<file path="config.mk">
export PLATFORM = sky130hd
export DESIGN_NAME = sha3_padder_dilithium_flat
export DESIGN_NICKNAME = d
export VERILOG_FILES = /design/src/rtl/sha3_padder_dilithium_pkg.sv /design/src/rtl/sha3_padder_dilithium_if.sv /design/src/rtl/sha3_pad_word.sv /design/src/rtl/sha3_padder_dilithium.sv /design/src/flat_wrapper.sv
export SDC_FILE = /design/constraint.sdc
export NUM_CORES = 2
export LEC_CHECK = 0
export ABC_AREA = 1
export ABC_CLOCK_PERIOD_IN_PS = 3200
export BUFFER_PORTS_ARGS = -buffer_cell sky130_fd_sc_hd__buf_2
export CAP_MARGIN = 20
export CORE_AREA = 2 2 547 549
export CTS_BUF_LIST = sky130_fd_sc_hd__clkbuf_16
export CTS_CLUSTER_SIZE = 14
export DETAILED_ROUTE_END_ITERATION = 10
export DIE_AREA = 0 0 549 551
export PLACE_DENSITY_LB_ADDON = 0.3
export SLEW_MARGIN = 40
export SYNTH_ARGS = -nofsm -noshare
export SYNTH_HDL_FRONTEND = slang
export SYNTH_SLANG_ARGS = --single-unit
</file>
<file path="constraint.sdc">
create_clock -name clk -period 3.2 [get_ports clk]
set_input_delay 0 -clock clk [delete_from_list [all_inputs] [get_ports clk]]
set_output_delay 0 -clock clk [all_outputs]
set_load 0.1 [all_outputs]
</file>
<file path="src/rtl/sha3_padder_dilithium_pkg.sv">
// Shared encodings and constants for the Dilithium SHA3/SHAKE padder and F permutation.
// Mode encodings, per-mode rates, domain-separation bytes and the pad end byte.
package sha3_padder_dilithium_pkg;

  localparam int unsigned WORD_W    = 64;
  localparam int unsigned BLK_W     = 1344;
  localparam int unsigned MAX_WORDS = 21;
  localparam int unsigned CNT_W     = 5;

  localparam logic [1:0] MODE_XOF = 2'd0;
  localparam logic [1:0] MODE_KDF = 2'd1;
  localparam logic [1:0] MODE_PRF = 2'd1;
  localparam logic [1:0] MODE_H   = 2'd2;
  localparam logic [1:0] MODE_G   = 2'd3;

  localparam int unsigned RATE_SHAKE128 = 21;
  localparam int unsigned RATE_SHAKE256 = 17;
  localparam int unsigned RATE_SHA3_512 = 9;

  localparam logic [7:0] DOMAIN_SHAKE = 8'h1F;
  localparam logic [7:0] DOMAIN_SHA3  = 8'h06;
  localparam logic [7:0] END_BYTE     = 8'h80;

  // Index of the last rate word for a mode.
  function automatic logic [CNT_W-1:0] last_word_idx(input logic [1:0] m);
    if (m == MODE_XOF)
      return CNT_W'(RATE_SHAKE128 - 1);
    else if (m == MODE_KDF || m == MODE_PRF || m == MODE_H)
      return CNT_W'(RATE_SHAKE256 - 1);
    else
      return CNT_W'(RATE_SHA3_512 - 1);
  endfunction

  function automatic logic [7:0] domain_byte(input logic [1:0] m);
    return (m == MODE_G) ? DOMAIN_SHA3 : DOMAIN_SHAKE;
  endfunction

endpackage

</file>
<file path="src/rtl/sha3_padder_dilithium_if.sv">
// Message-in / rate-block-out bus between the message source, padder and permutation.
interface sha3_padder_dilithium_if;
  import sha3_padder_dilithium_pkg::*;

  logic [1:0]        mode;
  logic [WORD_W-1:0] data_in;
  logic              in_valid;
  logic              is_last;
  logic [2:0]        byte_num;
  logic              buffer_full;
  logic [BLK_W-1:0]  out;
  logic              out_ready;
  logic              f_ack;

  modport master (
    output mode, data_in, in_valid, is_last, byte_num, f_ack,
    input  buffer_full, out, out_ready
  );

  modport slave (
    input  mode, data_in, in_valid, is_last, byte_num, f_ack,
    output buffer_full, out, out_ready
  );

endinterface

</file>
<file path="src/rtl/sha3_pad_word.sv">
// Combinational padding of one 64-bit word: domain byte after the data, 0x80 in the final rate slot.
module sha3_pad_word
  import sha3_padder_dilithium_pkg::*;
(
  input  logic [WORD_W-1:0] data_in,
  input  logic [2:0]        byte_num,
  input  logic              is_last,
  input  logic              is_final_slot,
  input  logic [7:0]        domain,
  output logic [WORD_W-1:0] padded_c
);

  always_comb begin
    padded_c = data_in;
    if (is_last) begin
      for (int b = 0; b < 8; b++) begin
        if (3'(b) == byte_num)
          padded_c[63-8*b -: 8] = domain;
        else if (3'(b) > byte_num)
          padded_c[63-8*b -: 8] = 8'h00;
      end
    end
    // Shares a byte with the domain byte when the message ends in byte 7 of the last slot.
    if (is_final_slot)
      padded_c[7:0] = padded_c[7:0] | END_BYTE;
  end

endmodule

</file>
<file path="src/rtl/sha3_padder_dilithium.sv">
// SHA3/SHAKE multi-rate padder for Dilithium: packs message words into rate blocks and pads.
// Optional build macro SHA3_PAD_BLOCK_CNT_EN adds an 8-bit count of consumed blocks.
module sha3_padder_dilithium
  import sha3_padder_dilithium_pkg::*;
(
  input  logic                   clk,
  input  logic                   reset,
  sha3_padder_dilithium_if.slave bus
`ifdef SHA3_PAD_BLOCK_CNT_EN
  , output logic [7:0]           block_cnt
`endif
);

  typedef enum logic [1:0] {S_FILL, S_PAD, S_FULL, S_DONE} state_t;

  state_t                             state;
  logic [CNT_W-1:0]                   cnt;
  logic [1:0]                         mode_r;
  logic                               started;
  logic                               pad_done;
  logic                               out_ready_r;
  logic                               buffer_full_r;
  logic [0:MAX_WORDS-1][WORD_W-1:0]   blk;

  logic [1:0]        cur_mode_c;
  logic              at_last_c;
  logic [WORD_W-1:0] pw_data_c;
  logic              pw_last_c;
  logic              pw_final_c;
  logic [7:0]        domain_c;
  logic [WORD_W-1:0] word_c;

  // Mode is locked by the first accepted word of the message.
  assign cur_mode_c = started ? mode_r : bus.mode;
  assign at_last_c  = (cnt == last_word_idx(cur_mode_c));
  assign domain_c   = domain_byte(cur_mode_c);
  assign pw_data_c  = (state == S_FILL) ? bus.data_in : '0;
  assign pw_last_c  = (state == S_FILL) && bus.is_last;
  assign pw_final_c = at_last_c && ((state == S_PAD) || pw_last_c);

  sha3_pad_word u_pad_word (
    .data_in       (pw_data_c),
    .byte_num      (bus.byte_num),
    .is_last       (pw_last_c),
    .is_final_slot (pw_final_c),
    .domain        (domain_c),
    .padded_c      (word_c)
  );

  always_ff @(posedge clk) begin
    if (reset) begin
      state         <= S_FILL;
      cnt           <= '0;
      mode_r        <= MODE_XOF;
      started       <= 1'b0;
      pad_done      <= 1'b0;
      out_ready_r   <= 1'b0;
      buffer_full_r <= 1'b0;
      blk           <= '0;
`ifdef SHA3_PAD_BLOCK_CNT_EN
      block_cnt     <= 8'd0;
`endif
    end else begin
      case (state)
        S_FILL: begin
          if (bus.in_valid) begin
            blk[cnt] <= word_c;
            if (!started) begin
              started <= 1'b1;
              mode_r  <= bus.mode;
            end
            if (at_last_c) begin
              state         <= S_FULL;
              out_ready_r   <= 1'b1;
              buffer_full_r <= 1'b1;
              pad_done      <= bus.is_last;
            end else begin
              cnt <= cnt + CNT_W'(1);
              if (bus.is_last) begin
                state         <= S_PAD;
                buffer_full_r <= 1'b1;
              end
            end
          end
        end
        S_PAD: begin
          blk[cnt] <= word_c;
          if (at_last_c) begin
            state       <= S_FULL;
            out_ready_r <= 1'b1;
            pad_done    <= 1'b1;
          end else begin
            cnt <= cnt + CNT_W'(1);
          end
        end
        S_FULL: begin
          if (bus.f_ack) begin
            blk         <= '0;
            cnt         <= '0;
            out_ready_r <= 1'b0;
`ifdef SHA3_PAD_BLOCK_CNT_EN
            block_cnt   <= block_cnt + 8'd1;
`endif
            if (pad_done) begin
              state <= S_DONE;
            end else begin
              state         <= S_FILL;
              buffer_full_r <= 1'b0;
            end
          end
        end
        S_DONE: begin
          buffer_full_r <= 1'b1;
        end
        default: state <= S_FILL;
      endcase
    end
  end

  assign bus.out         = blk;
  assign bus.out_ready   = out_ready_r;
  assign bus.buffer_full = buffer_full_r;

endmodule

</file>
<file path="src/flat_wrapper.sv">
// flat-port wrapper written by rule: the top's interface ports become plain ports
module sha3_padder_dilithium_flat import sha3_padder_dilithium_pkg::*;
  (clk, reset, bus_mode, bus_data_in, bus_in_valid, bus_is_last, bus_byte_num, bus_f_ack, bus_buffer_full, bus_out, bus_out_ready);
  sha3_padder_dilithium_if bus_i ();
  input  logic clk;
  input  logic reset;
  input wire logic [$bits(bus_i.mode)-1:0] bus_mode;
  input wire logic [$bits(bus_i.data_in)-1:0] bus_data_in;
  input wire logic [$bits(bus_i.in_valid)-1:0] bus_in_valid;
  input wire logic [$bits(bus_i.is_last)-1:0] bus_is_last;
  input wire logic [$bits(bus_i.byte_num)-1:0] bus_byte_num;
  input wire logic [$bits(bus_i.f_ack)-1:0] bus_f_ack;
  output wire logic [$bits(bus_i.buffer_full)-1:0] bus_buffer_full;
  output wire logic [$bits(bus_i.out)-1:0] bus_out;
  output wire logic [$bits(bus_i.out_ready)-1:0] bus_out_ready;
  assign bus_i.mode = bus_mode;
  assign bus_i.data_in = bus_data_in;
  assign bus_i.in_valid = bus_in_valid;
  assign bus_i.is_last = bus_is_last;
  assign bus_i.byte_num = bus_byte_num;
  assign bus_i.f_ack = bus_f_ack;
  assign bus_buffer_full = bus_i.buffer_full;
  assign bus_out = bus_i.out;
  assign bus_out_ready = bus_i.out_ready;
  sha3_padder_dilithium u_core (.clk(clk), .reset(reset), .bus(bus_i));
endmodule
</file>
; Yosys cells after proc, flatten, opt, wreduce, memory -nomap -nowiden
; Cells that the tools add are included.
[totals]
register_bits = 1357
inputBits = 74
output_inout_bits = 1346
elab_cells = 130
[op_classes]
addsub = 1
magnitude_cmp = 10
n_eq_ne = 20
muxes = 54
n_bitwise = 1
n_reduce_logical = 16
[op_table]
columns = op, count
row1 = $pmux W1344 S3, 1
row2 = $mux W1344, 2
row3 = $bwmux W1344, 1
row4 = $demux W64 S5, 1
row5 = $mux W64, 3
row6 = $mux W8, 17
row7 = $mux W5, 6
row8 = $pmux W5 S3, 1
row9 = $mux W2, 7
row10 = $eq A3 B3 Y1 const A, 4
row11 = $gt A3 B3 Y1 const A, 4
row12 = $mux W1, 11
row13 = $reduce_and A5 Y1, 2
row14 = $eq A2 B2 Y1 const B, 4
row15 = $eq A2 B3 Y1 const A, 2
row16 = $ge A6 B6 Y1 const B, 1
row17 = $gt A1 B3 Y1 const A, 2
row18 = $gt A2 B3 Y1 const A, 2
row19 = $lt A6 B1 Y1 const B, 1
row20 = $ne A2 B2 Y1 const B, 3
row21 = $not A5 Y6, 1
row22 = $pmux W1 S3, 2
row23 = $pmux W2 S3, 1
row24 = $reduce_bool A3 Y1, 2
row25 = 15 further kinds, 21

; Depth between registers and ports, before layout
[depth]
depth_word = 11
ltp_mapped = 13
mapped_depth_nobuf = 12

; Cells and area by module
; A second synthesis with hierarchy kept.
[unflattened]
cells_unflattened = 6644
area_unflattened_um2 = 49496.2
[by_module_without_submodules]
columns = mod, instances, cells_per_inst, area_per_inst_um2, seq_area_each_um2
row1 = sha3_padder_dilithium, 1, 6443, 48616.6, 27166.1
row2 = sha3_pad_word, 1, 201, 879.6, 0.0

; Worst setup path before layout
; Ideal clock, no wire load.
[synth_timing]
kind = flip-flop to flip-flop
startpoint = register u_core.state[0]
endpoint = register u_core.blk, in the netlist u_core.bus.out[385]
setup_ps = 70
t_arrival_ps = 2193
setup_slack_ps = 937
stages_incl_launch_ff = 11
path_buffers = 3
period_less_slack_ps = 2263
cell_sequence = dfxtp_1 -> inv_1 -> ha_1 -> o211ai_4 -> buf_6 -> nor2_4 -> buf_6 -> nor2_4 -> buf_2 -> nand2_1 -> a21oi_1
[synth_between]
elab_chain_len = 9
word_cells_on_any_way = 16
classes_between = eq/ne (4) / mux (8) / reduce/logical (4)
[synth_lines]
columns = item, line
row1 = from (decl), sha3_padder_dilithium.sv:16  ; state_t state;
row2 = from (signal assigned), sha3_padder_dilithium.sv:52  ; state <= S_FILL;
row3 = from (signal assigned), sha3_padder_dilithium.sv:73  ; state <= S_FULL;
row4 = from (signal assigned), sha3_padder_dilithium.sv:80  ; state <= S_PAD;
row5 = $logic_not A2 Y1, "sha3_padder_dilithium.sv:37, sha3_padder_dilithium.sv:38, sha3_padder_dilithium.sv:64"
row6 = $mux W64, sha3_padder_dilithium.sv:37  ; assign pw_data_c = (state == S_FILL) ? bus.data_in : '0;
row7 = $mux W8, sha3_pad_word.sv:19  ; else if (3'(b) > byte_num)
row8 = $mux W8, sha3_pad_word.sv:17  ; if (3'(b) == byte_num)
row9 = $mux W64, sha3_pad_word.sv:15  ; if (is_last) begin
row10 = $mux W8, sha3_pad_word.sv:24  ; if (is_final_slot)
row11 = $bwmux W1344, "sha3_padder_dilithium.sv:67, sha3_padder_dilithium.sv:87"
row12 = $mux W1344, sha3_padder_dilithium.sv:66  ; if (bus.in_valid) begin
row13 = $pmux W1344 S3, sha3_padder_dilithium.sv:64  ; case (state)
row14 = "to (signal, indexed assignment)", sha3_padder_dilithium.sv:67  ; blk[cnt] <= word_c;
row15 = "to (signal, indexed assignment)", sha3_padder_dilithium.sv:87  ; blk[cnt] <= word_c;
row16 = to (decl), sha3_padder_dilithium.sv:23  ; logic [0:MAX_WORDS-1][WORD_W-1:0] blk;
; Parallel ways exist; a longest one is shown, timed or not. The select of a mux whose other input is x is not followed.
; A chain may end at the register's enable or synchronous reset.

; Worst setup path after layout
[layout_timing]
startpoint = register u_core.state[1]
endpoint = register u_core.blk, in the netlist u_core.bus.out[1297]
[layout_between]
elab_chain_len = 8
word_cells_on_any_way = 15
classes_between = eq/ne (4) / mux (7) / reduce/logical (4)
[layout_lines]
columns = item, line
row1 = $logic_not A2 Y1, "sha3_padder_dilithium.sv:37, sha3_padder_dilithium.sv:38, sha3_padder_dilithium.sv:64"
row2 = $mux W64, sha3_padder_dilithium.sv:37
row3 = $mux W8, sha3_pad_word.sv:19
row4 = $mux W8, sha3_pad_word.sv:17
row5 = $mux W64, sha3_pad_word.sv:15
row6 = $bwmux W1344, "sha3_padder_dilithium.sv:67, sha3_padder_dilithium.sv:87"
row7 = $mux W1344, sha3_padder_dilithium.sv:66
row8 = $pmux W1344 S3, sha3_padder_dilithium.sv:64
; Parallel ways exist; a longest one is shown, timed or not. The select of a mux whose other input is x is not followed.

==> results.sh <==
export IMPL_multi_input_area_um2=19100
export IMPL_m1WireLength_mm=113
export IMPL_synth_common_cells="nand2_1, dfxtp_1, a21oi_1"
export IMPL_dp_cells=11400
export IMPL_synthTopCellsByArea="dfxtp_1, nand2_1, a21oi_1"
export IMPL_relSlewSlack=0.408
export IMPL_ir_worst_vdd_uv=585
export IMPL_drt_iter0_drc=4743
export IMPL_yosysMostFrequentCell="nand2_1"
export IMPL_antenna_found_initial=32
export IMPL_finalSetupViolCount=0
export IMPL_dieArea_um2=302000
export IMPL_cts_clk_slew_worst_paths_ns=0.06
export IMPL_timing_final_crit_period_ns=3.02
export IMPL_slew_viol_final=0
export IMPL_setup_ws_ns=0.183
export IMPL_coreArea_um2=296000
export IMPL_drtAntennaViolNets=0
export IMPL_grt_pass1_vias=45400
export IMPL_fillers=33100
export IMPL_worst_setup_path_type="register to register"
export IMPL_yosysTopAreaCellShare=0.558
export IMPL_synthFlopType="dfxtp_1"
export IMPL_hp_class="input pin to register"
export IMPL_synth_edff_count=0
export IMPL_die_h_um=551
export IMPL_crit_arrival_ns=3.72
export IMPL_fin_nets=7745
export IMPL_crit_path_cell_trace="inv_1 > ha_2 > nand2_2 > nor2_1 > nand2_1 > inv_1 > nor2_1 > nand2_1 > nand2_2 > buf_4 > nand2_1 > a21oi_1"
export IMPL_vias=48900
export IMPL_place_gp_congestion=0.809
export IMPL_portBuffers=1419
export IMPL_hpwlAfterDp_mm=195
export IMPL_drive_gt1_frac=0.262
export IMPL_area_growth_pct=39.4
export IMPL_cts_max_level=4
export IMPL_clock_sinks=1357
export IMPL_wl_met2_mm=126
export IMPL_wl_per_cell_um=23.3
export IMPL_finalPower_mw=59.8
export IMPL_synth_cells=6301
export IMPL_syn_cell_area_um2=48700
export IMPL_post_drt_via_cell_ratio=4.16
export IMPL_grt_pass1_wl_mm=371
export IMPL_die_w_um=549
export IMPL_synth_avg_cell_area_um2=7.73
export IMPL_ys_warn_count=0
export IMPL_grt_ovfl_total=0
export IMPL_yosysTopAreaCell="dfxtp_1"
export IMPL_cp_start_kind="register"
export IMPL_synthArstFlopShare=0
export IMPL_drv_cap=0
export IMPL_power_density_nw_per_um2=881
export IMPL_slowest_stage="buf_4"
export IMPL_hold_viol_final=0
export IMPL_start_util=0.164
export IMPL_tightest_slew_ns=0.884
export IMPL_wirelength_mm=274
export IMPL_seq_area_um2=27200
export IMPL_min_period_over_period=0.943
export IMPL_slowest_delay_ns=0.51
export IMPL_crit_fanout=21
export IMPL_crit_top_cell="nand2_1"
export IMPL_outcome="finished clean"
export IMPL_crit_path_end_kind="register"
export IMPL_clockRootBuffer="clkbuf_16"
export IMPL_cts_buffers=165
export IMPL_seq_area_frac_synth=0.558
export IMPL_max_freq_ghz=0.331
export IMPL_wl_met3_mm=25.8
export IMPL_drt_pass1_iterations=5
export IMPL_p_leak_nw=27.4
export IMPL_cp_required_ns=3.90
export IMPL_final_util=0.229
export IMPL_clock_path_buffers=4
export IMPL_pre_cts_ws_ns=0.0258
export IMPL_cts_tree="yes"
export IMPL_synth_seq_cells=1357
export IMPL_final_setup_skew_ns=0.0265
export IMPL_final_cells=11700
export IMPL_yosysUniqueCellTypes=30
export IMPL_insertion_delay_ns=0.80
export IMPL_top_layer_used="met4"
export IMPL_synth_nets=6383
export IMPL_drc=0
export IMPL_grt_max_degree=125
export IMPL_grtUsageTotal=0.171
export IMPL_rows=200
export IMPL_rsz0062_at_grt="no"
export IMPL_io_pins=1420
==> timing repair <==
item | in CTS | in global routing
endpoints found under the setup margin | 5 | 1
hold endpoints to repair | 1237 | 0
cloned | 0 | 0
buffers inserted | 0 | 3
resized for setup | 1 | 1
hold buffers | 71 | 0
pin swaps | 0 | 1
==> worst max-delay path: cells and delay by family, from the launching register on <==
| kind | cells | cell delay, ns |
|---|---|---|
| AO/OA/AOI/OAI | 1 | 0.14 |
| AND/OR/NAND/NOR | 7 | 1.25 |
| buffers and inverters | 3 | 0.88 |
| flip-flops | 1 | 0.35 |
| adder cells (fa/ha/maj) | 1 | 0.22 |
==> kinds of logic after synthesis <==
kind of cell               Yosys count  share of synthesized area
AOI/OAI and AO/OA                 1399                      0.148
adders and majority gates            8                    0.00206
buffers and inverters              641                     0.0573
DFF                               1357                      0.558
and+or+nand+nor                   2896                      0.235
==> area by class of cell <==
cell class / instances / area share
timing repair buffer: 1748 / 0.165
inverter: 88 / 0.00486
clock inverter: 131 / 0.0149
tap: 3939 / 0.0726
sequential: 1357 / 0.400
multi-input combinational: 4303 / 0.281
clock buffer: 165 / 0.0608
antenna: 15 / 0.000553
==> registers in the layout, summed over array words and instances, names as in the netlist <==
signal	count
u_core.cnt	5
u_core.state	2
u_core.mode_r	2
u_core.bus.buffer_full	1
u_core.pad_done	1
u_core.started	1
u_core.bus.out	1344
u_core.bus.out_ready	1
==> cells in the final DEF (no fill, tap or decap), types with 37 or more instances in the layout <==
master | Yosys | layout
dlygate4sd3_1 | 0 | 71
nor2_4 | 37 | 50
a21oi_1 | 1306 | 1304
nand2_1 | 2470 | 2451
inv_1 | 70 | 76
buf_4 | 26 | 142
inv_2 | 17 | 37
a22oi_1 | 64 | 64
nor2_1 | 205 | 192
buf_12 | 0 | 115
nand3_1 | 163 | 163
clkbuf_16 | 0 | 165
dfxtp_1 | 1357 | 1357
clkinv_1 | 1 | 50
buf_2 | 210 | 1418
==> metal layers <==
layer	track usage	vias to the layer above
met2	0.278	2194
met5	0	-
met4	0.0577	0
li1	-	23000
met3	0.0498	333
met1	0.215	23300
==> where the power goes <==
part	leakage (nW)	switching [mW]	total, mW	internal [mW]
Sequential	10.9	0.414	18.0	17.6
Clock	2.61	8.06	18.3	10.3
Combinational	13.9	19.0	23.5	4.50
Total	27.4	27.4	59.8	32.4
==> path summary, 6_finish.rpt <==
kind / to / cells past startpoint / slack (ns) / start
max reg2reg: u_core.bus.out[1297] / 12 / 0.18 / u_core.state[1]
min reg2reg: u_core.bus.out[39] / 2 / 0.45 / u_core.bus.out[39]
min: u_core.bus.out[40] / 6 / 0.18 / bus_byte_num[1]
max: u_core.bus.out[1297] / 12 / 0.18 / u_core.state[1]
==> through the flow <==
step	area, um2	setup TNS [ns]	hold WS [ns]
after detailed placement	62000	0	0.310
final	67900	0	0.177
after floorplan	48700	0	0.166
after CTS	67800	0	0.0760
after global placement	61900	-4.95	0.320
after global routing	67900	0	0.139
(Power assumes the default switching activity.)
